### src/rtl/ifetch_queue.sv
// Instruction fetch stage: holds the PC, fetches from a combinational instruction
// memory into a small FIFO and presents {pc, instruction} to decode with valid/ready.
module ifetch_queue #(
    parameter int             WIDTH      = 32,
    parameter logic [WIDTH-1:0] RESET_PC = 32'h0000_0000,
    parameter int             IMEM_WORDS = 1024,
    parameter int             DEPTH      = 2
) (
    input  logic             clk,
    input  logic             reset,
    output logic [WIDTH-1:0] imem_adr,
    input  logic [WIDTH-1:0] imem_data,
    input  logic             redirect_valid,
    input  logic [WIDTH-1:0] redirect_pc,
    output logic             out_valid,
    input  logic             out_ready,
    output logic [WIDTH-1:0] out_instr,
    output logic [WIDTH-1:0] out_pc,
    output logic             fault,
    output logic [WIDTH-1:0] fault_pc
);

    localparam int PW = (DEPTH > 1) ? $clog2(DEPTH) : 1;
    localparam int CW = $clog2(DEPTH) + 1;
    localparam logic [CW-1:0]  DEPTH_C  = CW'(DEPTH);
    localparam logic [WIDTH:0] PC_LIMIT = (WIDTH+1)'(64'(IMEM_WORDS) * 64'd4);

    typedef enum logic [0:0] {
        ST_RUN   = 1'b0,
        ST_FAULT = 1'b1
    } state_t;

    state_t            state_r;
    logic [WIDTH-1:0]  pc_r;
    logic [CW-1:0]     count_r;
    logic [PW-1:0]     rd_ptr_r;
    logic [PW-1:0]     wr_ptr_r;
    logic              fault_r;
    logic [WIDTH-1:0]  fault_pc_r;
    logic [WIDTH-1:0]  pc_q_r    [DEPTH];
    logic [WIDTH-1:0]  instr_q_r [DEPTH];

    logic              pop_s;
    logic              legal_s;
    logic              flush_s;
    logic              push_s;

    // Word-aligned and inside the instruction memory window.
    function automatic logic pc_is_legal(input logic [WIDTH-1:0] pc);
        return (pc[1:0] == 2'b00) && ({1'b0, pc} < PC_LIMIT);
    endfunction

    assign pop_s   = out_valid & out_ready;
    assign legal_s = pc_is_legal(pc_r);
    assign flush_s = (state_r == ST_RUN) & redirect_valid;
    // A full queue can still accept when the head leaves in the same cycle.
    assign push_s  = (state_r == ST_RUN) & ~redirect_valid & legal_s &
                     ((count_r < DEPTH_C) | pop_s);

    // Fetch control: PC advance, redirect and fault capture.
    always_ff @(posedge clk) begin
        if (reset) begin
            state_r    <= ST_RUN;
            pc_r       <= RESET_PC;
            fault_r    <= 1'b0;
            fault_pc_r <= {WIDTH{1'b0}};
        end else begin
            case (state_r)
                ST_RUN: begin
                    if (redirect_valid) begin
                        pc_r <= redirect_pc;
                    end else if (!legal_s) begin
                        state_r    <= ST_FAULT;
                        fault_r    <= 1'b1;
                        fault_pc_r <= pc_r;
                    end else if (push_s) begin
                        pc_r <= pc_r + WIDTH'(4);
                    end else begin
                        pc_r <= pc_r;
                    end
                end
                ST_FAULT: begin
                    state_r <= ST_FAULT;
                    fault_r <= 1'b1;
                end
                default: begin
                    // Corrupted state encoding is treated as a fault.
                    state_r    <= ST_FAULT;
                    fault_r    <= 1'b1;
                    fault_pc_r <= pc_r;
                end
            endcase
        end
    end

    // FIFO occupancy and pointers; a redirect discards everything queued.
    always_ff @(posedge clk) begin
        if (reset || flush_s) begin
            count_r  <= {CW{1'b0}};
            rd_ptr_r <= {PW{1'b0}};
            wr_ptr_r <= {PW{1'b0}};
        end else begin
            if (push_s && !pop_s) begin
                count_r <= count_r + CW'(1);
            end else if (pop_s && !push_s) begin
                count_r <= count_r - CW'(1);
            end else begin
                count_r <= count_r;
            end
            if (push_s) begin
                wr_ptr_r <= wr_ptr_r + PW'(1);
            end
            if (pop_s) begin
                rd_ptr_r <= rd_ptr_r + PW'(1);
            end
        end
    end

    // Entry storage; cleared on reset so an empty queue reads zero.
    always_ff @(posedge clk) begin
        if (reset) begin
            for (int i = 0; i < DEPTH; i++) begin
                pc_q_r[i]    <= {WIDTH{1'b0}};
                instr_q_r[i] <= {WIDTH{1'b0}};
            end
        end else if (push_s) begin
            pc_q_r[wr_ptr_r]    <= pc_r;
            instr_q_r[wr_ptr_r] <= imem_data;
        end
    end

    assign imem_adr  = pc_r;
    assign out_valid = (count_r != {CW{1'b0}});
    assign out_pc    = pc_q_r[rd_ptr_r];
    assign out_instr = instr_q_r[rd_ptr_r];
    assign fault     = fault_r;
    assign fault_pc  = fault_pc_r;

endmodule

### config.mk
export PLATFORM = sky130hd
export DESIGN_NAME = ifetch_queue
export DESIGN_NICKNAME = d
export VERILOG_FILES = /design/src/rtl/ifetch_queue.sv
export SDC_FILE = /design/constraint.sdc
export NUM_CORES = 1
export LEC_CHECK = 0
export BUFFER_PORTS_ARGS = -buffer_cell sky130_fd_sc_hd__buf_2
export CAP_MARGIN = 40
export CORE_ASPECT_RATIO = 1.1
export CORE_UTILIZATION = 48
export DETAILED_ROUTE_END_ITERATION = 10
export PLACE_DENSITY = 0.73
export SYNTH_ARGS = -nofsm -noshare
export SYNTH_HDL_FRONTEND = slang
export SYNTH_SLANG_ARGS = --single-unit
### constraint.sdc
create_clock -name clk -period 7.1 [get_ports clk]
set_clock_uncertainty 0.2 [all_clocks]
set_input_delay 1.42 -clock clk [delete_from_list [all_inputs] [get_ports clk]]
set_output_delay 1.42 -clock clk [all_outputs]
set_load 0.02 [all_outputs]
# Word-level counts from Yosys, hierarchy flattened

Memories as Yosys holds them, arrays and structs flattened. A register that Yosys moved wholly into a read port is not among the register bits.
Index checks and enable logic that the tools add are counted.

Add/subtract/negate cells: 5
Multipliers: 0
Div/mod/pow operators: 0
Magnitude comparators: 2
Equality and inequality tests: 2
Shift operators: 0
Mux-type cells: 26
Bitwise gates (word level): 9
Reduce and logical (&&, ||, !) cells: 16

Operators with widths:

| cell                  | number |
|---|---|
| $mux 32               | 5 |
| $reduce_or 32->1      | 2 |
| $add 32x3->32 const B | 1 |
| $lt 32x13->1 const B  | 1 |
| $mux 1                | 17 |
| $reduce_bool 2->1     | 4 |
| $reduce_and 3->1      | 2 |
| $and 1x1->1           | 5 |
| $mux 2                | 2 |
| $ne 2x2->1 const B    | 2 |
| $pmux 1 s2            | 2 |
| $logic_and 1x1->1     | 3 |
| $not 1->1             | 3 |
| $add 1x1->1 const B   | 2 |
| $add 2x1->2 const B   | 1 |
| $logic_not 1->1       | 2 |
| $logic_not 2->1       | 1 |
| $lt 2x2->1 const B    | 1 |
| $reduce_and 2->1      | 1 |
| $sub 2x1->2 const B   | 1 |
| $logic_or 1x1->1      | 1 |
| $or 1x1->1            | 1 |

Bits in registers: 70
Latch bits: 0
Bits in writable memories: 128
Memory bits (read-only): 0
Input port bits: 68
Output and inout bits: 130
Memories: 2

Memories:

| memory    | depth | bits a word | rd ports | clocked after Yosys merged registers in | wr ports | line | text |
|---|---|---|---|---|---|---|---|
| instr_q_r | 2     | 32          | 1        | 1                                       | 2        | 41   | `logic [WIDTH-1:0] instr_q_r [DEPTH];` |
| pc_q_r    | 2     | 32          | 1        | 1                                       | 2        | 40   | `logic [WIDTH-1:0] pc_q_r [DEPTH];` |

# Longest topological paths before layout

Word-level depth: 9
Depth in mapped cells: 8
Depth with buffers taken out: 8

# Worst setup path before layout

OpenSTA, ideal clock, no wires.

Kind: input to register
From: in out_ready
To: mem instr_q_r[0][0], enable pin
Library setup time: 0.574 ns
Data arrival time: 6.526 ns
Required time: 6.326 ns
Slack: -0.200 ns
Cell stages on the path: 4
Cells stage by stage: nand2b_1 -> nand4b_1 -> or3_4 -> o21ai_0

RTL lines:

| what        | line | text |
|---|---|---|
| from (decl) | 16   | `input logic out_ready,` |
| to (decl)   | 41   |  |

==> results.cfg <==
[die]
core_mm2 = 0.0165
die_area_mm2 = 0.0176
row_count = 49
die_y_um = 139
start_util_pct = 49.6
io_pins = 198
chipWidth_um = 127

[critical_path]
crit_buf_inv = 2
r2r_cells = 7
cp_max_fo = 50
worstSetupPathType = flop to output pin
cp_slowest_cell = buf_4
critPathTopFamily = buffers and inverters
timing.rr.end = pc_q_r[1][3]
end_kind = output pin
arrival_ns = 2.21
r2r-start = imem_adr[17]
cp_num_cells = 3
critPathRequiredTime_ns = 5.48
cp-endpoint = out_pc[28]
start_kind = flop
path_cells = buf_4, mux2_2, buf_2
max_stage_delay_ns = 0.61
r2r_slack_ns = 4.24

[grt]
grt_pass1_vias = 5514
grt_max_degree = 64
grt_antenna_before_repair = 0
grt-ovfl-total = 0
grt_usage_pct = 20.2
grt_first_pass_wirelength_um = 27400

[sta]
worst_slew_pin_slew_ns = 0.770
rsz0062_at_grt = false
tns_ns = 0
slew_headroom_pct = 48.7
maxSlewViolCount = 0
hold_viol_final = 0
setup_viol = 0
final.period_utilization_pct = 54.0
setup_ws_ns = 3.27
min_period_ns = 3.83
fmax_ghz = 0.261

[cells_and_area]
final_util_pct = 61.3
fillCellCount = 1367
fin_nets = 942
diodes = 0
syn_to_final_growth_pct = 23.5
drive_above_1_share_pct = 34.8

[routing]
drt_pass1_iterations = 5
drt-met1-wl_um = 7070
wl_met2_um = 8640
routed-wl-met3_um = 1330
vias_per_cell = 5.08
routed_wl_um = 17300
top_layer_used = met4
ant_nets = 0
post_drt_wl_per_cell_um = 15.9
vias = 5528
drcViolationCount = 0
drt_iter0_drc = 287

[placement]
gp_congestion = 0.799
port_buffers = 197
hpwl_um = 11400
dp_slack_ns = 3.27

[clocking]
cts_buffers = 17
clk_pin_slew_ns = 0.07
h-tree-depth = 4
clockBufferDepth = 2
clk_latency_ns = 0.43
cts_tree = built
cts.sinks = 199
ctsResizeCount = 0
postCtsSetupRepairBufs = 0
root_buffer = clkbuf_16
hold_buffers = 0

[flow_run]
maxCapViolCount = 0

[hold_path]
worstHoldStart = fault
hold_path_class = flop to flop

[synth]
yosysWarningCount = 0
syn_area_per_cell_um2 = 12.8
async_reset_ff_share_pct = 0
synth_edf_count = 128
synth-seq-cells = 199
seq_area_frac_synth_pct = 64.3
netlist_instances = 640
synth_top_flop_cell = edfxtp_1
synth_area_mm2 = 0.00819
synth.distinct_cells = 45

[power]
power_uw = 2610
p_seq_share_pct = 51.4
p_leak_uw = 0.00437
swShare_pct = 25.4
p_clk_share_pct = 35.4
p_comb_share_pct = 13.2
p_sw_uw = 665
cellPowerDensity_mw_per_mm2 = 259
p_int_uw = 1950
max-vdd-ir-drop_mv = 0.157

[run_status]
status = complete, no violations
state kept, by name (all words and copies together) (netlist names), named ones only:
name / cells
fault_pc: 32
rd_ptr_r: 1
fault: 1
pc_q_r: 64
imem_adr: 32
wr_ptr_r: 1
state_r: 1
instr_q_r: 64
count_r: 2
logic make-up (layout without fill, tap and decap cells):
logic type / count (synthesis) / after routing / synth area share (%)
and+or+nand+nor: 231 / 231 / 14.8
xor gates and xnor gates: 4 / 4 / 0.428
muxes: 98 / 98 / 13.0
AOI/OAI and AO/OA: 67 / 67 / 4.77
other: 1 / 44 / 0.0458
DFF: 199 / 199 / 64.3
adders and majority gates: 2 / 2 / 0.306
buffers and inverters: 38 / 240 / 2.32
worst register-to-register path: cells and delay by family, from the launching register on:
family	cells	cell delay [ns]
buf+inv	2	0.38
simple gates	5	1.57
flops	1	0.38
worst min-delay path by stage:
stage,endpoint,slack [ns],depth (start not counted)
final,fault,0.27,1
after global routing,fault,0.30,1
after CTS,fault,0.27,1
after global placement,fault,0.23,1
after floorplan,count_r[1],0.27,2
after detailed placement,fault,0.25,1
power by group through the flow:
stage | Combinational, µW | Sequential (µW) | Clock, µW
after floorplan | 208 | 1380 | 0
after global placement | 339 | 1370 | 0
after detailed placement | 347 | 1370 | 0
after CTS | 349 | 1340 | 942
after global routing | 374 | 1350 | 990
final | 346 | 1340 | 924
placed cells by master (no fill, tap or decap), drive strengths merged, types with 33 or more instances in the layout:
cell / synthesis / routed
dfxtp: 71 / 71
buf: 12 / 205
conb: 1 / 44
edfxtp: 128 / 128
nand2: 44 / 44
mux2: 64 / 64
nor2: 56 / 56
a21oi: 33 / 33
mux2i: 34 / 34
and2: 88 / 88
per-layer routing:
layer / track usage [%] / vias to the layer above
met5: 0 / -
li1: - / 2699
met2: 35.5 / 212
met4: 7.04 / 0
met1: 24.2 / 2599
met3: 4.86 / 18
layout make-up:
class                   count  area, µm²  area share (%)
multi-input cells         446       2930            29.0
repair buffers            205       1090            10.7
flip-flops and latches    199       5270            52.1
inverters                   3       11.3           0.111
clock inverters            13        130            1.29
clock buffers              19        433            4.28
well taps                 204        255            2.52
cell usage after synthesis (2+ instances only):
cell,instances,area [µm²]
nor2_1,56,210
nand4b_1,3,26.3
inv_1,2,7.51
mux2i_1,34,340
nor4_1,4,25.0
nand2_1,44,165
ha_1,2,25.0
and3_1,3,18.8
nand2b_1,2,12.5
o21ai_0,16,80.1
and2_1,88,551
and4_1,3,26.3
a211oi_1,2,15.0
buf_2,5,25.0
mux2_2,64,721
buf_6,4,45.0
edfxtp_1,128,3840
a22o_1,5,43.8
nor2b_1,2,12.5
a21oi_1,33,165
or3_1,2,12.5
xor2_1,3,26.3
nand3_1,10,50.1
nand4_1,5,31.3
o21ai_1,2,10.0
a32o_1,3,30.0
nor3_1,3,15.0
dfxtp_1,71,1420
clkbuf_1,23,86.3
buf_4,3,22.5
through the flow:
step           cell area, µm²  hold slack (ns)  instances
6_report                10100            0.271       1089
3_5_place_dp             9550            0.247       1057
5_1_grt                 10100            0.301       1089
2_1_floorplan            8350            0.267        683
4_1_cts                 10100            0.271       1089
3_3_place_gp             9490            0.233       1055
Power figures use the tool's default switching activity.
